File: config.mk
export PLATFORM = sky130hd
export DESIGN_NAME = mem_port_arbiter
export DESIGN_NICKNAME = d
export VERILOG_FILES = /design/src/rtl/mem_arb_pkg.sv /design/src/rtl/arb_pick.sv /design/src/rtl/mem_port_arbiter.sv
export SDC_FILE = /design/constraint.sdc
export NUM_CORES = 1
export LEC_CHECK = 0
export ABC_AREA = 0
export CELL_PAD_IN_SITES_DETAIL_PLACEMENT = 1
export CELL_PAD_IN_SITES_GLOBAL_PLACEMENT = 1
export CORE_MARGIN = 4
export CORE_UTILIZATION = 29
export CTS_BUF_LIST = sky130_fd_sc_hd__clkbuf_16
export CTS_CLUSTER_DIAMETER = 100
export DETAILED_ROUTE_END_ITERATION = 12
export HOLD_SLACK_MARGIN = 0.1
export PLACE_DENSITY = 0.88
export RECOVER_POWER = 50
export SYNTH_ARGS = -nofsm -noshare
export SYNTH_HDL_FRONTEND = slang
export SYNTH_SLANG_ARGS = --single-unit
File: constraint.sdc
create_clock -name clk -period 2.31 [get_ports clk]
set_input_delay 0.462 -clock clk [delete_from_list [all_inputs] [get_ports clk]]
set_output_delay 0.462 -clock clk [all_outputs]
set_load 0.02 [all_outputs]
File: src/rtl/mem_arb_pkg.sv
// Shared types and constants for the fetch/data memory port arbiter.
package mem_arb_pkg;

    typedef enum logic [1:0] {
        IDLE  = 2'd0,
        ISSUE = 2'd1,
        WAIT  = 2'd2,
        DONE  = 2'd3
    } state_t;

    typedef enum logic {
        OWN_IF = 1'b0,
        OWN_D  = 1'b1
    } owner_t;

    localparam int WORD_BYTES     = 4;
    localparam int DATA_BASE_WORD = 2048;

endpackage

File: src/rtl/arb_pick.sv
// Grant decision between fetch and data, plus the data-streak counter.
// Combinational pick; streak register updates only on a grant.
module arb_pick
    import mem_arb_pkg::*;
#(
    parameter int MAX_STREAK = 4
) (
    input  logic   clk,
    input  logic   reset_n,
    input  logic   i_if_req,
    input  logic   i_d_req,
    input  logic   i_grant_en,
    output owner_t o_owner
);
    localparam int SW = $clog2(MAX_STREAK + 1);

    logic [SW-1:0] r_streak;
    logic          w_if_wins;

    // Data has priority until it has won MAX_STREAK times in a row over a waiting fetch.
    assign w_if_wins = i_if_req && (!i_d_req || (r_streak == SW'(MAX_STREAK)));
    assign o_owner   = w_if_wins ? OWN_IF : OWN_D;

    always_ff @(posedge clk) begin
        if (!reset_n) begin
            r_streak <= '0;
        end else if (i_grant_en) begin
            if (w_if_wins || !i_if_req) begin
                r_streak <= '0;
            end else if (r_streak != SW'(MAX_STREAK)) begin
                r_streak <= r_streak + 1'b1;
            end
        end
    end

endmodule

File: src/rtl/mem_port_arbiter.sv
// Serialises fetch and load/store onto one memory port; all outputs registered.
// Done at +2 (store), +2+MEM_LAT (load/fetch), +1 (misaligned) from the sampling edge.
// Loser holds req until its done; MEM_ARB_STATS_EN adds grant/conflict counters.
module mem_port_arbiter
    import mem_arb_pkg::*;
#(
    parameter int AW         = 12,
    parameter int MEM_LAT    = 1,
    parameter int MAX_STREAK = 4
) (
    input  logic          clk,
    input  logic          reset_n,
    input  logic          if_req,
    input  logic [31:0]   if_addr,
    output logic          if_done,
    output logic [31:0]   if_rdata,
    input  logic          d_req,
    input  logic          d_we,
    input  logic [31:0]   d_addr,
    input  logic [31:0]   d_wdata,
    output logic          d_done,
    output logic [31:0]   d_rdata,
    output logic          d_err,
    output logic          mem_en,
    output logic          mem_we,
    output logic [AW-1:0] mem_addr,
    output logic [31:0]   mem_wdata,
    input  logic [31:0]   mem_rdata
`ifdef MEM_ARB_STATS_EN
    ,
    output logic [31:0]   if_grants,
    output logic [31:0]   d_grants,
    output logic [31:0]   conflict_cycles
`endif
);
    localparam int OFS = $clog2(WORD_BYTES);
    localparam int CW  = $clog2(MEM_LAT) + 1;

    state_t        r_state, w_state_nxt;
    owner_t        r_owner, w_owner_nxt, w_grant_owner;
    logic          r_we;
    logic [CW-1:0] r_lat_cnt;
    logic          w_grant_en, w_d_misal, w_unused_bits;
    logic          w_sel_we;
    logic [AW-1:0] w_sel_addr;
    logic [31:0]   w_sel_wdata;
    logic          w_cap, w_mem_en_nxt, w_mem_we_nxt;
    logic          w_if_done_nxt, w_d_done_nxt, w_d_err_nxt;
    logic [AW-1:0] w_mem_addr_nxt;
    logic [31:0]   w_mem_wdata_nxt, w_if_rdata_nxt, w_d_rdata_nxt;

    assign w_grant_en    = (r_state == IDLE) && (if_req || d_req);
    assign w_d_misal     = d_addr[OFS-1:0] != '0;
    assign w_unused_bits = &{1'b0, if_addr[31:AW+OFS], if_addr[OFS-1:0], d_addr[31:AW+OFS]};

    arb_pick #(.MAX_STREAK(MAX_STREAK)) u_pick (
        .clk        (clk),
        .reset_n    (reset_n),
        .i_if_req   (if_req),
        .i_d_req    (d_req),
        .i_grant_en (w_grant_en),
        .o_owner    (w_grant_owner)
    );

    // Upper address bits are dropped, so accesses wrap modulo the memory size.
    always_comb begin
        w_sel_addr  = if_addr[AW+OFS-1:OFS];
        w_sel_we    = 1'b0;
        w_sel_wdata = '0;
        if (w_grant_owner == OWN_D) begin
            w_sel_addr  = d_addr[AW+OFS-1:OFS];
            w_sel_we    = d_we;
            w_sel_wdata = d_we ? d_wdata : '0;
        end
    end

    always_ff @(posedge clk) begin
        if (!reset_n) begin
            r_state <= IDLE;
        end else begin
            r_state <= w_state_nxt;
        end
    end

    always_comb begin
        w_state_nxt = r_state;
        case (r_state)
            IDLE:    if (w_grant_en) w_state_nxt = (w_grant_owner == OWN_D && w_d_misal) ? DONE : ISSUE;
            ISSUE:   w_state_nxt = r_we ? DONE : WAIT;
            WAIT:    if (r_lat_cnt == CW'(MEM_LAT - 1)) w_state_nxt = DONE;
            default: w_state_nxt = IDLE;
        endcase
    end

    always_ff @(posedge clk) begin
        if (!reset_n) begin
            r_owner   <= OWN_IF;
            r_we      <= 1'b0;
            r_lat_cnt <= '0;
        end else begin
            if (w_grant_en) begin
                r_owner <= w_grant_owner;
                r_we    <= w_sel_we;
            end
            r_lat_cnt <= (r_state == WAIT) ? r_lat_cnt + 1'b1 : '0;
        end
    end

    // Outputs are computed one state ahead so the registered copies line up with the state.
    assign w_owner_nxt = (r_state == IDLE) ? w_grant_owner : r_owner;

    always_comb begin
        w_cap           = (r_state == WAIT) && (w_state_nxt == DONE);
        w_mem_en_nxt    = (w_state_nxt == ISSUE);
        w_mem_we_nxt    = w_mem_en_nxt && w_sel_we;
        w_mem_addr_nxt  = w_mem_en_nxt ? w_sel_addr : '0;
        w_mem_wdata_nxt = w_mem_en_nxt ? w_sel_wdata : '0;
        w_if_done_nxt   = (w_state_nxt == DONE) && (w_owner_nxt == OWN_IF);
        w_d_done_nxt    = (w_state_nxt == DONE) && (w_owner_nxt == OWN_D);
        w_d_err_nxt     = (r_state == IDLE) && (w_state_nxt == DONE);
        w_if_rdata_nxt  = (w_cap && r_owner == OWN_IF) ? mem_rdata : '0;
        w_d_rdata_nxt   = (w_cap && r_owner == OWN_D) ? mem_rdata : '0;
    end

    always_ff @(posedge clk) begin
        if (!reset_n) begin
            mem_en    <= 1'b0;
            mem_we    <= 1'b0;
            mem_addr  <= '0;
            mem_wdata <= '0;
            if_done   <= 1'b0;
            if_rdata  <= '0;
            d_done    <= 1'b0;
            d_rdata   <= '0;
            d_err     <= 1'b0;
        end else begin
            mem_en    <= w_mem_en_nxt;
            mem_we    <= w_mem_we_nxt;
            mem_addr  <= w_mem_addr_nxt;
            mem_wdata <= w_mem_wdata_nxt;
            if_done   <= w_if_done_nxt;
            if_rdata  <= w_if_rdata_nxt;
            d_done    <= w_d_done_nxt;
            d_rdata   <= w_d_rdata_nxt;
            d_err     <= w_d_err_nxt;
        end
    end

`ifdef MEM_ARB_STATS_EN
    // A conflict is both requesters waiting while nobody owns the port.
    always_ff @(posedge clk) begin
        if (!reset_n) begin
            if_grants       <= '0;
            d_grants        <= '0;
            conflict_cycles <= '0;
        end else begin
            if (w_grant_en && w_grant_owner == OWN_IF) if_grants <= if_grants + 1'b1;
            if (w_grant_en && w_grant_owner == OWN_D)  d_grants  <= d_grants + 1'b1;
            if (r_state == IDLE && if_req && d_req)     conflict_cycles <= conflict_cycles + 1'b1;
        end
    end
`endif

endmodule

# ---- Word level (Yosys, flattened, before mapping)
# Cells that the tools add are included.
dict set report totals {
  wordCells 62
  output_inout_bits 113
  reg_bits 121
  input_bits 133
}
dict set report classes {
  add_sub_neg 2
  eq_ne 6
  mux 11
  bitwise_logic 5
  n_reduce_logical 24
}
# cell n
set op_table {}
lappend op_table {{12-bit 2-to-1 mux} 1}
lappend op_table {{1-bit logical AND} 10}
lappend op_table {{2-bit AND reduction} 5}
lappend op_table {{2-bit 2-to-1 mux} 3}
lappend op_table {{3-bit 2-to-1 mux} 2}
lappend op_table {{2-bit one-hot mux with 3 select lines} 1}
lappend op_table {{1-bit NOT} 5}
lappend op_table {{2-bit by 1-bit == test with 1-bit output (second input constant)} 2}
lappend op_table {{2-bit == test (second input constant)} 2}
lappend op_table {{1-bit 2-to-1 mux} 4}
lappend op_table {{2-bit nonzero test} 2}
lappend op_table {{4-bit OR reduction} 1}
lappend op_table {{3-bit by 1-bit adder with 3-bit output (second input constant)} 1}
lappend op_table {{3-bit == test (second input constant)} 1}
lappend op_table {{1-bit logical OR} 3}
lappend op_table {{3-bit inequality test (second input constant)} 1}
lappend op_table {{1-bit logical NOT} 2}
lappend op_table {{2-bit logical NOT} 1}
lappend op_table {{1-bit adder (second input constant)} 1}

# ---- Depth between registers and ports, before layout
dict set report depth {
  ltp_word 12
  ltp_mapped 8
  depth_no_buf 5
}

# ---- By module
# A second synthesis with hierarchy kept.
dict set report unflattened {
  cells_unflattened 430
  hier_area_um2 4433.0
}
# module cells_each area_per_inst_um2 instances
set by_module_without_submodules {}
lappend by_module_without_submodules {mem_port_arbiter 411 4265.3 1}
lappend by_module_without_submodules {arb_pick 19 167.7 1}

# ---- Least setup slack after synthesis
# Ideal clock, no wire load.
dict set report synth_path {
  kind {register -> register}
  startpoint {reg r_state[0]}
  endpoint {reg mem_addr[10]}
  setup_time_ns 0.104
  setup_slack_ns 0.448
  period_less_slack_ns 1.862
  stages_incl_launch_ff 9
  required_ns 2.206
  arrival_time_ns 1.758
  cell_sequence {dfxtp_1 -> inv_1 -> ha_1 -> buf_2 -> and4bb_1 -> a211o_1 -> buf_6 -> buf_6 -> a2111oi_2}
}
dict set report synth_via {
  elab_chain_cells 6
}
# item line_no
set synth_lines {}
lappend synth_lines {{from (decl)} mem_port_arbiter.sv:39} ;# state_t r_state, w_state_nxt;
lappend synth_lines {{from (signal assigned)} mem_port_arbiter.sv:81} ;# r_state <= w_state_nxt;
lappend synth_lines {{2-bit logical NOT} {mem_port_arbiter.sv:52, mem_port_arbiter.sv:87}}
lappend synth_lines {{1-bit logical AND} mem_port_arbiter.sv:52} ;# assign w_grant_en = (r_state == IDLE) && (if_req || d_req);
lappend synth_lines {{2-bit 2-to-1 mux} mem_port_arbiter.sv:88} ;# IDLE: if (w_grant_en) w_state_nxt = (w_grant_owner == OWN_D && w_d_misal) ? DONE : ISSUE;
lappend synth_lines {{2-bit one-hot mux with 3 select lines (*)} mem_port_arbiter.sv:87} ;# case (r_state)
lappend synth_lines {{2-bit by 1-bit == test with 1-bit output (*)} mem_port_arbiter.sv:114} ;# w_mem_en_nxt = (w_state_nxt == ISSUE);
lappend synth_lines {{2-bit AND reduction (no line) (*)} n/a}
lappend synth_lines {{to (signal assigned)} mem_port_arbiter.sv:139} ;# mem_addr <= w_mem_addr_nxt;
lappend synth_lines {{to (decl)} mem_port_arbiter.sv:26} ;# output logic [AW-1:0] mem_addr,
# Every way passes the cells marked *; elsewhere a longest branch is shown, timed or not.
# A chain may end at the register's enable or synchronous reset.

# ---- Worst setup path in the final report
dict set report layout_path {
  startpoint {in d_req}
  endpoint {reg mem_addr[3]}
}
dict set report layout_via {
  elab_chain_cells 10
}
# item line_no
set layout_lines {}
lappend layout_lines {{from (decl)} mem_port_arbiter.sv:17} ;# input logic d_req,
lappend layout_lines {{1-bit logical NOT} arb_pick.sv:21} ;# assign w_if_wins = i_if_req && (!i_d_req || (r_streak == SW'(MAX_STREAK)));
lappend layout_lines {{1-bit logical OR} arb_pick.sv:21}
lappend layout_lines {{1-bit logical AND} arb_pick.sv:21}
lappend layout_lines {{1-bit 2-to-1 mux} arb_pick.sv:22} ;# assign o_owner = w_if_wins ? OWN_IF : OWN_D;
lappend layout_lines {{1-bit logical AND} mem_port_arbiter.sv:88}
lappend layout_lines {{2-bit 2-to-1 mux (2 in series)} mem_port_arbiter.sv:88}
lappend layout_lines {{2-bit one-hot mux with 3 select lines} mem_port_arbiter.sv:87}
lappend layout_lines {{2-bit by 1-bit == test with 1-bit output} mem_port_arbiter.sv:114}
lappend layout_lines {{2-bit AND reduction (no line)} n/a}
# Several ways; a longest one is shown, not always the timed one.

==> run summary <==
The flow ran to the end, and the final reports show no timing, DRC or antenna violations. In the routed design, unresolved DRC markers number 0. Once layout is complete, the cells apart from fillers number 913. The die height works out to 137 µm. Clock tree synthesis inserted a total of 17 buffers. The first global-routing pass estimated 27,400 µm of wire. Synthesis produced a netlist with a net count of 635. The synthesized design contains 0 enable-type register cells.

The overall die width is 137 µm, and the number of different library cells in the post-synthesis netlist is 41. Global routing finished with a remaining overflow of 0. CTS placed an instance of sky130_fd_sc_hd__clkbuf_16 at the clock tree root. The cell area after synthesis is 4810 µm², and the number of cell rows is 46. Based on the critical path, the design can be clocked at up to 475 MHz. In this run the worst path has a maximum fanout of 15. After clock tree synthesis, the clock-pin slew on the worst setup and hold paths is 50 ps. The worst hold path belongs to the class primary input to flip-flop. The logs give 7120 µm² for the placed instance area and 1,772 for the number of fillers in the final layout. From synthesis to final layout, the design area changed by 61.1%.

For the final hold slack, the log shows 366 ps. Once detailed placement completed, the half-perimeter wirelength came to 12,100 µm. In this run the post-CTS setup repair buffer count came out at 0. The worst setup path is captured at a flip-flop. The pin slew with the least headroom to its limit was 544 ps; the number of levels the H-tree was split into was 4.

The vias after detailed routing was 4,549. The tools report the I/O pin total as 246. The tools report the required time at the endpoint of the critical path as 2560 ps.

For the first-pass detailed-route iteration total, the log shows 4. The sequential cell area fraction in the yosys report is 50.4%. For the number of placed instances, taps included, the log shows 881. The proportion of layout cells with a drive suffix above 1 is 14.6%.

The worst setup path is launched from a primary input. For the number of hold buffers added after cts, the log shows 0. The clock network latency to the later pin of the worst-skew pair is 410 ps.

Setup repair after global routing left no endpoint under its margin. Of all flip-flops after synthesis, the portion carrying an async set or reset was 0%. Period utilization: 91.1%. The number of slew-limit violations in the final report is 0.

Of the post-synthesis cell area, the dominant cell type holds 50.4%. The maximum VDD drop was 0.574 mV. The max-slew headroom at the worst pin was 63.6%. The tool flagged a number of max-cap violations equal to 0. The core region is 16,100 µm².

Summing internal, switching and leakage power gives 8.62 mW. The worst path needs 2100 ps of the cycle, external delays included. Number of global-route vias before repair: 4,920. The number of antenna diodes in the final layout is 0. Counting flops and latches in the post-synthesis netlist gives 121.

The average wire length per cell after detail routing is 18.7 µm. TritonCTS built the clock tree. Summed over all layers, the routed wires come to 17,100 µm. Among all flip-flop cells after synthesis, the most frequent one is sky130_fd_sc_hd__dfxtp_1.

For the worst setup path, the data arrival time is 2350 ps. The clock net in this run drives a total of 121 sinks. For the clock skew after layout, the log shows 7.54 ps. For the static power due to leakage, the log shows 2.99 nW. In the post-synthesis netlist, the biggest area contributors are sky130_fd_sc_hd__dfxtp_1 (50%), sky130_fd_sc_hd__nor4b_2 (10%), sky130_fd_sc_hd__nor4_1 (8.6%), sky130_fd_sc_hd__nand2_1 (7.6%), sky130_fd_sc_hd__a21oi_1 (3.4%). The Yosys step of the flow raised 0 warnings. The run gives 0.773 as the placer's final routability congestion estimate.

Cell area after layout: 7740 µm². The worst setup path is of the primary input to flip-flop kind. The post-synthesis average cell area works out to 9.69 µm².

In the routed layout, each cell is associated on average with a via count of 4.98. The run gives 0 as the number of hold violations in the final report. The logs give 2060 µm² for the area used by multi-input combinational logic and 2 for the maximum clock insertion buffer count. The ratio of total power to cell area was 1110 nW/µm². Setup violations remaining at the end of the flow were counted as 0.

In the final layout, flip-flops and latches occupy 2420 µm². The final layout contains 823 nets. The initial antenna violation count came out at 0. Buffers placed on the I/O ports in this run total 207.

Once detail routing completed, the nets flagged for antenna violations numbered 0. The logs give 0 for the post-cts repair resize count and 170 for the iteration-0 DRC count of the detailed router. For the die area, the log shows 18,700 µm². Of all cell types, the one taking the most synthesized area is sky130_fd_sc_hd__dfxtp_1.

After technology mapping, the gate count stands at 496. Entering global routing, the biggest net connects 69 pins. Global routing used 18.8% of the available tracks across all layers. For the effective utilization at floorplan, the log shows 29.9%.
[cell usage in the layout (no fill, tap or decap), types with 2 or more instances in the layout]
cell / synthesis / layout
sky130_fd_sc_hd__dfxtp_1: 121 / 121
sky130_fd_sc_hd__dlygate4sd3_1: 0 / 111
sky130_fd_sc_hd__nand2_1: 97 / 97
sky130_fd_sc_hd__clkdlybuf4s50_1: 0 / 95
sky130_fd_sc_hd__nor4_1: 66 / 66
sky130_fd_sc_hd__a21oi_1: 33 / 33
sky130_fd_sc_hd__nor4b_2: 32 / 32
sky130_fd_sc_hd__buf_4: 9 / 18
sky130_fd_sc_hd__clkbuf_16: 0 / 17
sky130_fd_sc_hd__o21ai_0: 15 / 15
sky130_fd_sc_hd__nand3_1: 13 / 13
sky130_fd_sc_hd__buf_12: 0 / 7
sky130_fd_sc_hd__inv_1: 6 / 6
sky130_fd_sc_hd__a2111oi_2: 5 / 5
sky130_fd_sc_hd__ha_1: 6 / 5
sky130_fd_sc_hd__a2111oi_0: 6 / 4
sky130_fd_sc_hd__bufinv_16: 0 / 4
sky130_fd_sc_hd__nor2_1: 3 / 3
sky130_fd_sc_hd__nor3b_1: 3 / 3
sky130_fd_sc_hd__clkinvlp_4: 0 / 3
sky130_fd_sc_hd__clkinv_4: 0 / 3
sky130_fd_sc_hd__a21boi_0: 1 / 2
sky130_fd_sc_hd__a2111oi_1: 0 / 2
sky130_fd_sc_hd__a31oi_1: 2 / 2
sky130_fd_sc_hd__o211ai_1: 2 / 2
sky130_fd_sc_hd__clkinv_2: 0 / 2
sky130_fd_sc_hd__inv_6: 0 / 2
[Yosys cell counts (2+ instances only)]
cell and n:
sky130_fd_sc_hd__buf_1 2, sky130_fd_sc_hd__buf_4 9, sky130_fd_sc_hd__nand2b_1 2, sky130_fd_sc_hd__nor3b_1 3, sky130_fd_sc_hd__nor4_1 66, sky130_fd_sc_hd__dfxtp_1 121, sky130_fd_sc_hd__buf_2 11, sky130_fd_sc_hd__nand2_1 97
sky130_fd_sc_hd__ha_1 6, sky130_fd_sc_hd__nor4b_2 32, sky130_fd_sc_hd__a21oi_1 33, sky130_fd_sc_hd__a31oi_1 2, sky130_fd_sc_hd__o211ai_1 2, sky130_fd_sc_hd__buf_6 5, sky130_fd_sc_hd__nor2_1 3, sky130_fd_sc_hd__inv_1 6
sky130_fd_sc_hd__o21ai_0 15, sky130_fd_sc_hd__nand3_1 13, sky130_fd_sc_hd__clkbuf_1 37, sky130_fd_sc_hd__a2111oi_2 5, sky130_fd_sc_hd__a2111oi_0 6
[routing by layer]
metal	wire length, µm	GRT usage, %	vias up
li1	-	-	2160
met5	0	0	-
met1	6550	21.0	2195
met3	1710	7.90	22
met2	8540	32.0	172
met4	279	6.61	0
[kinds of logic after synthesis]
group | Yosys count | synth area share [%]
adder cells (fa/ha/maj) | 6 | 1.56
multiplexers | 1 | 0.208
buffers and inverters | 70 | 7.23
AND/OR/NAND/NOR | 224 | 29.8
AO/OA/AOI/OAI | 72 | 10.4
flip-flops | 121 | 50.4
XOR/XNOR | 2 | 0.364
[layout make-up]
class | count | area share, %
clock buffer | 17 | 5.49
clock inverter | 15 | 2.58
inverter | 6 | 0.291
multi-input combinational | 305 | 26.6
sequential | 121 | 31.3
timing repair buffer | 233 | 30.3
tap | 216 | 3.49
[path summary, 6_finish.rpt]
path	start	end	slack (ps)	cells past startpoint
worst max register to register	r_state[0]	mem_addr[4]	210	5
worst max-delay path	d_req	mem_addr[3]	210	6
worst min-delay path	if_req	r_owner	370	2
worst min register to register	r_we	r_we	510	2
[stage by stage]
step | utilization (%) | setup WS (ps) | setup TNS [ps]
floorplan | - | 448 | 0
global placement | 44.4 | -91.5 | -267
detailed placement | 44.4 | -189 | -2610
CTS | 48.2 | 27.1 | 0
global route | 48.2 | 79.3 | 0
finish | 48.2 | 205 | 0
[flip-flops by register name, summed over array words and instances, names as in the netlist]
signal and flops:
mem_addr 12, mem_en 1, u_pick.r_streak 3, r_lat_cnt 1
d_done 1, mem_we 1, d_rdata 32, if_done 1
if_rdata 32, r_state 2, r_we 1, mem_wdata 32
r_owner 1, d_err 1
[worst max-delay path, stage by stage]
cell and delay [ps]:
sky130_fd_sc_hd__dlygate4sd3_1 600, sky130_fd_sc_hd__clkbuf_1 190, sky130_fd_sc_hd__a21boi_0 200, sky130_fd_sc_hd__buf_4 220, sky130_fd_sc_hd__o21ai_0 120, sky130_fd_sc_hd__a2111oi_1 560
[power breakdown]
group	internal, mW	switching [mW]
Sequential	2.31	0.0875
Clock	1.81	0.988
Combinational	1.23	2.19
No activity file was read; power rests on OpenSTA's default activity.
